`src/rtl/fifo_write_arbiter_if.sv`:
```
// -----------------------------------------------------------------------------
// fifo_write_arbiter_if
//
// Bundles the producer-side request bus and the FIFO write port that the
// round-robin write arbiter sits between.
//
// Parameters:
//   NUM_REQ   number of producers sharing the FIFO write port
//   WIDTH     FIFO word width
//
// Signals:
//   req       per-producer "word valid"
//   req_data  producer i's word at [i*WIDTH +: WIDTH]
//   fifo_full backpressure from the FIFO write side
//   grant     registered one-hot (or zero) burst owner
//   accept    per-producer "word consumed this cycle" (combinational)
//   write_en  FIFO write strobe
//   data_in   FIFO write data
//   busy      registered, high while a burst is owned
//
// Modports:
//   master    the environment: producers plus the FIFO full flag
//   slave     the arbiter itself
// -----------------------------------------------------------------------------
`timescale 1ns/1ps

interface fifo_write_arbiter_if #(
    parameter int NUM_REQ = 4,
    parameter int WIDTH   = 8
);
    logic [NUM_REQ-1:0]       req;
    logic [NUM_REQ*WIDTH-1:0] req_data;
    logic                     fifo_full;
    logic [NUM_REQ-1:0]       grant;
    logic [NUM_REQ-1:0]       accept;
    logic                     write_en;
    logic [WIDTH-1:0]         data_in;
    logic                     busy;

    modport master (
        output req,
        output req_data,
        output fifo_full,
        input  grant,
        input  accept,
        input  write_en,
        input  data_in,
        input  busy
    );

    modport slave (
        input  req,
        input  req_data,
        input  fifo_full,
        output grant,
        output accept,
        output write_en,
        output data_in,
        output busy
    );
endinterface

```
`src/rtl/fifo_write_arbiter.sv`:
```
// -----------------------------------------------------------------------------
// fifo_write_arbiter
//
// Round-robin arbiter that shares the single write port of the clock-domain
// crossing FIFO between NUM_REQ producers, all in the write clock domain.
// A grant is a burst of up to BURST_LEN words; FIFO-full backpressure freezes
// the burst (no timeout, no preemption). The owner of the burst that just
// ended has the lowest priority for the next pick.
//
// Parameters:
//   NUM_REQ    number of requesters (>= 2)
//   WIDTH      data width, equal to the FIFO width
//   BURST_LEN  maximum words per grant (>= 1)
//
// Ports:
//   clk_write     write-domain clock, all state on the rising edge
//   rst           synchronous active-high reset
//   bus           fifo_write_arbiter_if.slave: req, req_data, fifo_full in;
//                 grant, accept, write_en, data_in, busy out
//   stall_cycles  16-bit saturating count of cycles in which the owner had a
//                 word ready but the FIFO was full; only present when the
//                 macro FIFO_ARB_STATS_EN is defined
//
// Optional feature: define FIFO_ARB_STATS_EN to add the stall_cycles counter.
// -----------------------------------------------------------------------------
`timescale 1ns/1ps

module fifo_write_arbiter #(
    parameter int NUM_REQ   = 4,
    parameter int WIDTH     = 8,
    parameter int BURST_LEN = 4
) (
    input  logic                 clk_write,
    input  logic                 rst,
    fifo_write_arbiter_if.slave  bus
`ifdef FIFO_ARB_STATS_EN
    ,
    output logic [15:0]          stall_cycles
`endif
);

    localparam int OW = $clog2(NUM_REQ);
    localparam int IW = OW + 1;
    localparam int CW = $clog2(BURST_LEN) + 1;

    localparam logic [CW-1:0] CNT_LAST   = CW'(BURST_LEN - 1);
    localparam logic [OW-1:0] OWNER_LAST = OW'(NUM_REQ - 1);
    localparam logic [IW-1:0] IDX_WRAP   = IW'(NUM_REQ);

    generate
        if (NUM_REQ < 2) begin : g_bad_num_req
            $error("fifo_write_arbiter: NUM_REQ must be at least 2");
        end
        if (BURST_LEN < 1) begin : g_bad_burst_len
            $error("fifo_write_arbiter: BURST_LEN must be at least 1");
        end
    endgenerate

    typedef enum logic {
        IDLE  = 1'b0,
        BURST = 1'b1
    } state_t;

    // Registered state
    state_t             state;
    logic [OW-1:0]      owner;
    logic [OW-1:0]      last_owner;
    logic [CW-1:0]      cnt;
    logic [NUM_REQ-1:0] grant;
    logic               busy;

    // Next-state values
    state_t             state_nxt;
    logic [OW-1:0]      owner_nxt;
    logic [OW-1:0]      last_owner_nxt;
    logic [CW-1:0]      cnt_nxt;
    logic [NUM_REQ-1:0] grant_nxt;
    logic               busy_nxt;

    // Combinational helpers
    logic [OW-1:0]      pick;
    logic               pick_vld;
    logic [IW-1:0]      rr_idx;
    logic               owner_req;
    logic [NUM_REQ-1:0] accept;
    logic               write_en;
    logic               burst_done;
    logic [WIDTH-1:0]   words [NUM_REQ];
    logic [WIDTH-1:0]   data_in;

    function automatic logic [NUM_REQ-1:0] onehot(input logic [OW-1:0] idx);
        return NUM_REQ'(1) << idx;
    endfunction

    // Split the flat request data bus into one word per requester.
    genvar g;
    generate
        for (g = 0; g < NUM_REQ; g++) begin : g_words
            assign words[g] = bus.req_data[g*WIDTH +: WIDTH];
        end
    endgenerate

    // Round-robin search starting just after last_owner. The offset runs
    // 1..NUM_REQ, so the previous owner is examined last and still wins when
    // it is the only requester left. One conditional subtraction is enough
    // for the wrap because the sum never reaches 2*NUM_REQ.
    always_comb begin
        pick     = last_owner;
        pick_vld = 1'b0;
        rr_idx   = '0;
        for (int k = 1; k <= NUM_REQ; k++) begin
            rr_idx = {1'b0, last_owner} + IW'(k);
            if (rr_idx >= IDX_WRAP) begin
                rr_idx = rr_idx - IDX_WRAP;
            end
            if (!pick_vld && bus.req[rr_idx[OW-1:0]]) begin
                pick     = rr_idx[OW-1:0];
                pick_vld = 1'b1;
            end
        end
    end

    // Word transfer happens in the same cycle the owner presents a word and
    // the FIFO has room; grant is zero outside a burst so accept is too.
    assign owner_req  = bus.req[owner];
    assign accept     = grant & bus.req & {NUM_REQ{~bus.fifo_full}};
    assign write_en   = |accept;

    // A dropped request ends the burst even while the FIFO is full; only a
    // still-requesting owner is frozen by backpressure.
    assign burst_done = (write_en && (cnt == CNT_LAST)) || !owner_req;

    // Next-state and registered-output decode
    always_comb begin
        state_nxt      = state;
        owner_nxt      = owner;
        last_owner_nxt = last_owner;
        cnt_nxt        = cnt;

        case (state)
            IDLE: begin
                if (pick_vld) begin
                    state_nxt      = BURST;
                    owner_nxt      = pick;
                    last_owner_nxt = pick;
                    cnt_nxt        = '0;
                end
            end

            BURST: begin
                if (write_en) begin
                    cnt_nxt = cnt + CW'(1);
                end
                if (burst_done) begin
                    if (pick_vld) begin
                        // Back-to-back handover, no idle cycle.
                        owner_nxt      = pick;
                        last_owner_nxt = pick;
                        cnt_nxt        = '0;
                    end else begin
                        state_nxt = IDLE;
                        cnt_nxt   = '0;
                    end
                end
            end

            default: begin
                state_nxt = IDLE;
                cnt_nxt   = '0;
            end
        endcase

        grant_nxt = (state_nxt == BURST) ? onehot(owner_nxt) : '0;
        busy_nxt  = (state_nxt == BURST);
    end

    always_ff @(posedge clk_write) begin
        if (rst) begin
            state      <= IDLE;
            owner      <= '0;
            last_owner <= OWNER_LAST;
            cnt        <= '0;
            grant      <= '0;
            busy       <= 1'b0;
        end else begin
            state      <= state_nxt;
            owner      <= owner_nxt;
            last_owner <= last_owner_nxt;
            cnt        <= cnt_nxt;
            grant      <= grant_nxt;
            busy       <= busy_nxt;
        end
    end

    // The owner's word is steered to the FIFO for the whole burst, so data_in
    // is stable while the FIFO is full; it is forced to zero when idle.
    assign data_in = (state == BURST) ? words[owner] : '0;

    assign bus.grant    = grant;
    assign bus.accept   = accept;
    assign bus.write_en = write_en;
    assign bus.data_in  = data_in;
    assign bus.busy     = busy;

`ifdef FIFO_ARB_STATS_EN
    logic [15:0] stall_cnt;

    function automatic logic [15:0] sat_inc(input logic [15:0] v);
        return (v == 16'hFFFF) ? v : v + 16'd1;
    endfunction

    // Counts cycles in which the owner is ready but blocked by the FIFO.
    always_ff @(posedge clk_write) begin
        if (rst) begin
            stall_cnt <= '0;
        end else if (busy && owner_req && bus.fifo_full) begin
            stall_cnt <= sat_inc(stall_cnt);
        end
    end

    assign stall_cycles = stall_cnt;
`endif

endmodule

```
`src/flat_wrapper.sv`:
```
// flat-port wrapper written by rule: the top's interface ports become plain ports
module fifo_write_arbiter_flat 
#(
    parameter int NUM_REQ   = 4,
    parameter int WIDTH     = 8,
    parameter int BURST_LEN = 4
)
  (clk_write, rst, bus_req, bus_req_data, bus_fifo_full, bus_grant, bus_accept, bus_write_en, bus_data_in, bus_busy);
  fifo_write_arbiter_if #(.NUM_REQ(NUM_REQ), .WIDTH(WIDTH)) bus_i ();
  input  logic clk_write;
  input  logic rst;
  input wire logic [$bits(bus_i.req)-1:0] bus_req;
  input wire logic [$bits(bus_i.req_data)-1:0] bus_req_data;
  input wire logic [$bits(bus_i.fifo_full)-1:0] bus_fifo_full;
  output wire logic [$bits(bus_i.grant)-1:0] bus_grant;
  output wire logic [$bits(bus_i.accept)-1:0] bus_accept;
  output wire logic [$bits(bus_i.write_en)-1:0] bus_write_en;
  output wire logic [$bits(bus_i.data_in)-1:0] bus_data_in;
  output wire logic [$bits(bus_i.busy)-1:0] bus_busy;
  assign bus_i.req = bus_req;
  assign bus_i.req_data = bus_req_data;
  assign bus_i.fifo_full = bus_fifo_full;
  assign bus_grant = bus_i.grant;
  assign bus_accept = bus_i.accept;
  assign bus_write_en = bus_i.write_en;
  assign bus_data_in = bus_i.data_in;
  assign bus_busy = bus_i.busy;
  fifo_write_arbiter #(.NUM_REQ(NUM_REQ), .WIDTH(WIDTH), .BURST_LEN(BURST_LEN)) u_core (.clk_write(clk_write), .rst(rst), .bus(bus_i));
endmodule
```
`config.mk`:
```
export PLATFORM = sky130hd
export DESIGN_NAME = fifo_write_arbiter_flat
export DESIGN_NICKNAME = d
export VERILOG_FILES = /design/src/rtl/fifo_write_arbiter_if.sv /design/src/rtl/fifo_write_arbiter.sv /design/src/flat_wrapper.sv
export SDC_FILE = /design/constraint.sdc
export NUM_CORES = 1
export LEC_CHECK = 0
export CAP_MARGIN = 15
export CORE_ASPECT_RATIO = 0.75
export CORE_MARGIN = 2
export CORE_UTILIZATION = 35
export CTS_BUF_LIST = sky130_fd_sc_hd__clkbuf_4
export CTS_CLUSTER_DIAMETER = 200
export DETAILED_ROUTE_END_ITERATION = 8
export HOLD_SLACK_MARGIN = 0.02
export PLACE_DENSITY = 0.79
export SYNTH_ARGS = -nofsm -noshare
export SYNTH_HDL_FRONTEND = slang
export SYNTH_SLANG_ARGS = --single-unit
```
`constraint.sdc`:
```
create_clock -name clk_write -period 2 [get_ports clk_write]
set_clock_uncertainty 0.2 [all_clocks]
set_input_delay 0.4 -clock clk_write [delete_from_list [all_inputs] [get_ports clk_write]]
set_output_delay 0.4 -clock clk_write [all_outputs]
set_load 0.01 [all_outputs]
```
==> results of run 1 <==
-- synthesized netlist by cell type --
cell,instances,area share (%)
sky130_fd_sc_hd__a211oi_1,1,0.78
sky130_fd_sc_hd__a21oi_1,6,3.1
sky130_fd_sc_hd__a22oi_1,1,0.78
sky130_fd_sc_hd__a311o_1,1,1.0
sky130_fd_sc_hd__a31oi_1,1,0.65
sky130_fd_sc_hd__a32oi_1,2,1.8
sky130_fd_sc_hd__and2_1,10,6.5
sky130_fd_sc_hd__and3b_1,1,0.91
sky130_fd_sc_hd__buf_2,4,2.1
sky130_fd_sc_hd__clkbuf_1,3,1.2
sky130_fd_sc_hd__dfxtp_1,12,25
sky130_fd_sc_hd__ha_1,2,2.6
sky130_fd_sc_hd__inv_1,3,1.2
sky130_fd_sc_hd__mux2i_1,7,7.3
sky130_fd_sc_hd__mux4_2,8,19
sky130_fd_sc_hd__nand2_1,9,3.5
sky130_fd_sc_hd__nand2b_1,5,3.3
sky130_fd_sc_hd__nand3b_1,1,0.78
sky130_fd_sc_hd__nor2_1,9,3.5
sky130_fd_sc_hd__nor2b_1,2,1.3
sky130_fd_sc_hd__nor3_1,5,2.6
sky130_fd_sc_hd__nor3_2,1,1.0
sky130_fd_sc_hd__nor3b_1,1,0.78
sky130_fd_sc_hd__o21ai_0,2,1.0
sky130_fd_sc_hd__o21ba_2,1,1.0
sky130_fd_sc_hd__o21bai_1,1,0.78
sky130_fd_sc_hd__o22ai_2,1,1.3
sky130_fd_sc_hd__o31ai_1,1,0.78
sky130_fd_sc_hd__or2_2,1,0.65
sky130_fd_sc_hd__or3_1,3,2.0
sky130_fd_sc_hd__or3b_1,2,1.8
-- per-layer routing --
layer / part of all wire [%] / vias up
li1: - / 553
met1: 42 / 534
met2: 52 / 42
met3: 6.3 / 2
met4: 0.38 / 0
met5: 0 / -
-- sequential cells by signal, summed over array words and instances (netlist names) --
| name | flops |
|---|---|
| u_core.bus.grant | 4 |
| u_core.cnt | 3 |
| u_core.last_owner | 2 |
| u_core.owner | 2 |
| u_core.state | 1 |
-- final cells by class --
| cell class | instances | area (um^2) | share of cell area [%] |
|---|---|---|---|
| multi-input combinational | 85 | 778 | 42.5 |
| clock inverter | 1 | 3.75 | 0.205 |
| sequential | 12 | 250 | 13.7 |
| clock buffer | 3 | 22.5 | 1.23 |
| tap | 36 | 45.0 | 2.46 |
| timing repair buffer | 82 | 722 | 39.4 |
| inverter | 3 | 11.3 | 0.614 |
-- stage by stage --
stage / power, mW / utilization, % / TNS (ns) / cell area (um^2)
2_1_floorplan: 0.533 / - / 0 / 963
3_3_place_gp: 0.749 / 64.4 / -8.87 / 1680
3_5_place_dp: 0.762 / 64.4 / -9.80 / 1680
4_1_cts: 0.920 / 65.5 / -1.02 / 1700
5_1_grt: 1.04 / 70.4 / -1.43 / 1830
6_report: 0.984 / 70.4 / -0.933 / 1830
-- what timing repair did --
action,CTS,global route
setup buffers,2,5
gates resized for setup,72,23
pin swaps,13,6
endpoints found under the setup margin,25,19
-- final timing paths --
kind,cells after the start,slack (ns),to
setup / recovery,4,-0.13,bus_data_in[4]
hold / removal,2,0.29,u_core.cnt[2]
setup reg to reg,7,0.07,u_core.cnt[2]
hold reg to reg,2,0.29,u_core.cnt[2]
-- logic make-up (layout without fill, tap and decap cells) --
kind of cell               Yosys count  count (layout)  share of synthesized area [%]
adders and majority gates            2               2                           2.61
DFF                                 12              12                           25.0
muxes                               15              15                           26.1
and+or+nand+nor                     50              50                           28.7
AOI/OAI and AO/OA                   18              18                           13.2
buffers and inverters               10              89                           4.43
-- tightest hold or removal path, stage by stage, from the launching register on --
cell                       delay [ns]
sky130_fd_sc_hd__dfxtp_1         0.32
sky130_fd_sc_hd__nand2b_1        0.07
sky130_fd_sc_hd__mux2i_1         0.06
-- power groups by stage --
stage                     combinational [mW]  sequential, mW  clock (mW)
after floorplan                        0.241           0.293           0
after global placement                 0.447           0.302           0
after detailed placement               0.457           0.305           0
after CTS                              0.453           0.303       0.164
after global routing                   0.558           0.308       0.176
final                                  0.518           0.304       0.162
==> impl_metrics.env, run 1 <==
export IMPL_critical_path_buf_inv_count=2
export IMPL_slew_headroom_pct=74.9
export IMPL_dieWidth_um=64.5
export IMPL_globalRouteOverflowTotal=0
export IMPL_ios=57
export IMPL_worst_setup_path_end_kind="output port"
export IMPL_pwr_share_comb_pct=52.7
export IMPL_failing_checks="negative setup slack"
export IMPL_clk_pwr_share_pct=16.5
export IMPL_drt_first_pass_iters=6
export IMPL_timing_worst_setup_path_type="input port to output port"
export IMPL_slew_violations=0
export IMPL_path_max_fanout=1
export IMPL_drive_gt1_share_pct=39.2
export IMPL_path_clk_slew_ns=0.08
export IMPL_grtUsageMet3_pct=5.54
export IMPL_numPlacedInstances=211
export IMPL_antenna_found_initial=0
export IMPL_grt_start_max_net_pins=14
export IMPL_worstPathCellList="clkdlybuf4s50_1, mux4_2, and2_1, buf_2"
export IMPL_unrepaired_setup_endpoints_after_global_routing="true"
export IMPL_wl_per_cell_um=14.3
export IMPL_cp_top_family="buffers and inverters"
export IMPL_layout_cells_non_filler=222
export IMPL_antennaDiodeCount=0
export IMPL_synth_net_count=148
export IMPL_critPathLaunchType="input port"
export IMPL_worst_slew_pin_transition_ns=0.376
export IMPL_final_critical_path_setup_slack_ns=-0.135
export IMPL_ys_warnings_count=0
export IMPL_power_share_switching_pct=33.1
export IMPL_dp_hpwl_um=2400
export IMPL_globalRouteTotalUtil_pct=19.9
export IMPL_worst_hold_path_startpoint="u_core.cnt[2]"
export IMPL_portBuffers=56
export IMPL_post_synth_num_cell_types=31
export IMPL_core_area_mm2=0.00260
export IMPL_grt_pass1_wl_um=5030
export IMPL_dieArea_mm2=0.00318
export IMPL_regToRegStartpoint="u_core.cnt[1]"
export IMPL_vdd_ir_drop_max_v=0.000261
export IMPL_nFillCells=196
export IMPL_global_route_peak_usage_layer="met2"
export IMPL_max_clock_freq_mhz=468
export IMPL_synth_cell_area_um2=960
export IMPL_cellInternalPower_mw=0.658
export IMPL_timing_hold_violations_final=0
export IMPL_detail_route_antenna_nets=0
export IMPL_drt_vias_per_instance=5.09
export IMPL_critical_path_slowest_cell="sky130_fd_sc_hd__mux4_2"
export IMPL_cts_max_level=1
export IMPL_gr_usage_met1_pct=24.9
export IMPL_final_min_period_over_clock_period_pct=107
export IMPL_cp_data_required_time_ns=1.40
export IMPL_worstSkewPairLatency_ns=0.28
export IMPL_design_final_nets=228
export IMPL_gp_routability_congestion=0.899
export IMPL_leakagePower_nw=0.768
export IMPL_timing_final_crit_period_ns=2.13
export IMPL_finalSetupViolCount=8
export IMPL_ys_seq_elements=12
export IMPL_dp_worst_setup_slack_ns=-0.510
export IMPL_synthToLayoutAreaGrowth_pct=91.0
export IMPL_power_share_sequential_pct=30.9
export IMPL_holdWs_ns=0.295
export IMPL_cp_startpoint="bus_req_data[20]"
export IMPL_switching_power_total_mw=0.325
export IMPL_cap_viol_max_count=0
export IMPL_start_util_pct=36.9
export IMPL_ctsLongestPathBuffers=2
export IMPL_arrival_ns=1.53
export IMPL_max_stage_delay_ns=0.46
export IMPL_power_density_mw_per_mm2=537
export IMPL_die_h_um=49.3
export IMPL_cts_inserted_buffers=3
export IMPL_tritoncts_num_sinks=12
export IMPL_initialDrtViolationCount=30
export IMPL_cts_hold_fix_buffers=0
export IMPL_syn_mean_instance_area_um2=8.97
export IMPL_cts_root_buffer_cell="sky130_fd_sc_hd__clkbuf_4"
export IMPL_detailroute_via_count=1131
export IMPL_mostFrequentLayoutCell="sky130_fd_sc_hd__clkdlybuf4s50_1"
export IMPL_detail_route_wirelength_um=3180
export IMPL_cts_tree="done"
export IMPL_drt_drc_violations_left=0
export IMPL_rows=16
export IMPL_ys_seq_area_share_pct=25.0
export IMPL_grt_pass1_vias=1112
export IMPL_holdCritPathClass="flop to flop"
export IMPL_outcome="complete, but fails checks"
export IMPL_most_common_layout_cells="30 x sky130_fd_sc_hd__clkdlybuf4s50_1, 22 x sky130_fd_sc_hd__buf_4, 14 x sky130_fd_sc_hd__dlygate4sd2_1, 9 x sky130_fd_sc_hd__nor2_1, 8 x sky130_fd_sc_hd__mux4_2"
export IMPL_globalRouteMet2Util_pct=34.2
export IMPL_gate_count_post_synth=107
Power figures use the tool's default switching activity.
==> run 2, diff against run 1 <==
- SLEW_MARGIN: not set -> 20
==> results of run 2 <==
Final layout, timing and power as in run 1 (identical DEF).
==> variant (settings of run 2) <==
`WIDTH` is set to 8 in 3 places; all go to 6.
--- a/src/rtl/fifo_write_arbiter_if.sv
+++ b/src/rtl/fifo_write_arbiter_if.sv
@@ -26,7 +26,7 @@
 
 interface fifo_write_arbiter_if #(
     parameter int NUM_REQ = 4,
-    parameter int WIDTH   = 8
+    parameter int WIDTH   = 6
 );
     logic [NUM_REQ-1:0]       req;
     logic [NUM_REQ*WIDTH-1:0] req_data;
--- a/src/rtl/fifo_write_arbiter.sv
+++ b/src/rtl/fifo_write_arbiter.sv
@@ -27,7 +27,7 @@
 
 module fifo_write_arbiter #(
     parameter int NUM_REQ   = 4,
-    parameter int WIDTH     = 8,
+    parameter int WIDTH     = 6,
     parameter int BURST_LEN = 4
 ) (
     input  logic                 clk_write,
--- a/src/flat_wrapper.sv
+++ b/src/flat_wrapper.sv
@@ -2,7 +2,7 @@
 module fifo_write_arbiter_flat 
 #(
     parameter int NUM_REQ   = 4,
-    parameter int WIDTH     = 8,
+    parameter int WIDTH     = 6,
     parameter int BURST_LEN = 4
 )
   (clk_write, rst, bus_req, bus_req_data, bus_fifo_full, bus_grant, bus_accept, bus_write_en, bus_data_in, bus_busy);
Ports: changed (resized bus_data_in and bus_req_data); port bits go from 57 to 47. The function was not compared with the original's and may differ.
==> variant against run 2 <==
- the flow still finishes with violations (negative setup slack)
- routed wire length decreased by 4.8%
- largest cell class unchanged
- worst setup slack gained 39 ps
- largest power group unchanged
- critical path type is now flop to output pin
- die area decreased by 4.8%
- synthesized area decreased by 5.2%
- sequential power up 1%
- power shrank 7.2%
- synthesized cell count down 6.5%
- cell area decreased by 11%
- hold slack worse by 11 ps
- sequential cell count is the same
==> variant: results (changes against run 2) <==
- Max VDD drop: 0.379 mV (+45%)
- Yosys cell types: 34 (+9.7%)
- First-pass GRT wire length: 4240 µm (-16%)
- N_diodes: 0 (unchanged)
- Failing checks: negative setup slack
- Top cells by area, synth: dfxtp_1 26%, mux4_2 15%, mux2i_1 7.7%
- Drt first pass iters: 4 (-2)
- Aggregate global-route resource usage: 0.183 (-0.0158)
- Worst path top cell family by delay: multiplexers
- Crit-path max FO: 8 (+7)
- Internal Dissipation: 606 µW (-8.0%)
- DR iter-0 viols: 33 (+10%)
- Vias in the first global route: 968 (-13%)
- Worst slew pin tran: 474 ps (+98.2 ps)
- Status: finished, violations left
- Initial antenna violation count: 0 (unchanged)
- Worst R2R Start: u_core.owner[1]$_SDFF_PP0_
- Pin count of the biggest net entering global routing: 11 (-3)
- Fill cell count: 207 (+5.6%)
- Worst Path Arrival: 1500 ps (-30 ps)
- Cells after DPL: 194 (-8.1%)
- Area after DPL: 1520 µm² (-9.1%)
- Final GP Congestion: 0.867 (-3.5%)
- Critical path startpoint category: flop
- Post-synth top cells: 12 x dfxtp_1, 9 x nand2_1, 9 x nor2_1, 8 x and2_1, 7 x mux2i_1
- Crit path from: u_core.owner[0]$_SDFF_PP0_
- Leak: 0.718 nW (-6.6%)
- Post-CTS setup buffer count: 1 (-1)
- Setup WS pre-CTS: -517 ps (-7.19 ps)
- Syn_nets: 133 (-10%)
- Final Setup Violations: 7 (-1)
- Worst setup margin: -95.5 ps (+39.5 ps)
- Total Wirelength: 3030 µm (-4.8%)
- Register area share after synthesis: 0.264 (+0.0138)
- Share of layout cells above drive strength 1: 0.369 (-0.0234)
- Final-stage net count: 202 (-11%)
- Final TNS setup: -525 ps (+407 ps)
[variant: path summary, 6_finish.rpt]
kind	slack, ps	endpoint
worst min register to register	280	u_core.cnt[2]$_SDFFE_PP0P_
worst max register to register	0	u_core.cnt[0]$_SDFFE_PP0P_
worst min-delay path	280	u_core.cnt[2]$_SDFFE_PP0P_
worst max-delay path	-100	bus_data_in[1]
[variant: worst register-to-register path: stages, from the launching register on]
cell     delay (ps)
dfxtp_4         360
buf_6           150
mux2i_4         190
o22ai_2         220
buf_4           140
and2_4          170
or3b_1          370
mux2i_1         140
[variant: cell families (layout without fill, tap and decap cells)]
family	Yosys count	after routing	synth area share
buffers and inverters	7	75	0.0385
AO/OA/AOI/OAI	18	18	0.143
flip-flops	12	12	0.264
multiplexers	13	13	0.226
AND/OR/NAND/NOR	48	48	0.301
adder cells (fa/ha/maj)	2	2	0.0275
[variant: per-layer routing]
metal	GRT usage	up-vias	routed length (µm)
met5	0	-	0
met4	0.0222	0	6
met3	0.0416	2	131
met2	0.355	28	1540
met1	0.222	488	1350
li1	-	505	-
[variant: area by class of cell]
type                            count  area share
Clock buffer                        3      0.0138
Clock inverter                      1     0.00230
Inverter                            3     0.00689
Sequential cell                    12       0.154
Tap cell                           34      0.0260
Timing Repair Buffer               68       0.364
Multi-Input combinational cell     81       0.433
[variant: power groups by stage]
stage | registers [mW] | logic, mW | clock network (mW)
3_3_place_gp | 0.310 | 0.394 | 0
6_report | 0.308 | 0.449 | 0.156
4_1_cts | 0.311 | 0.390 | 0.160
5_1_grt | 0.314 | 0.476 | 0.169
3_5_place_dp | 0.313 | 0.405 | 0
2_1_floorplan | 0.298 | 0.212 | 0
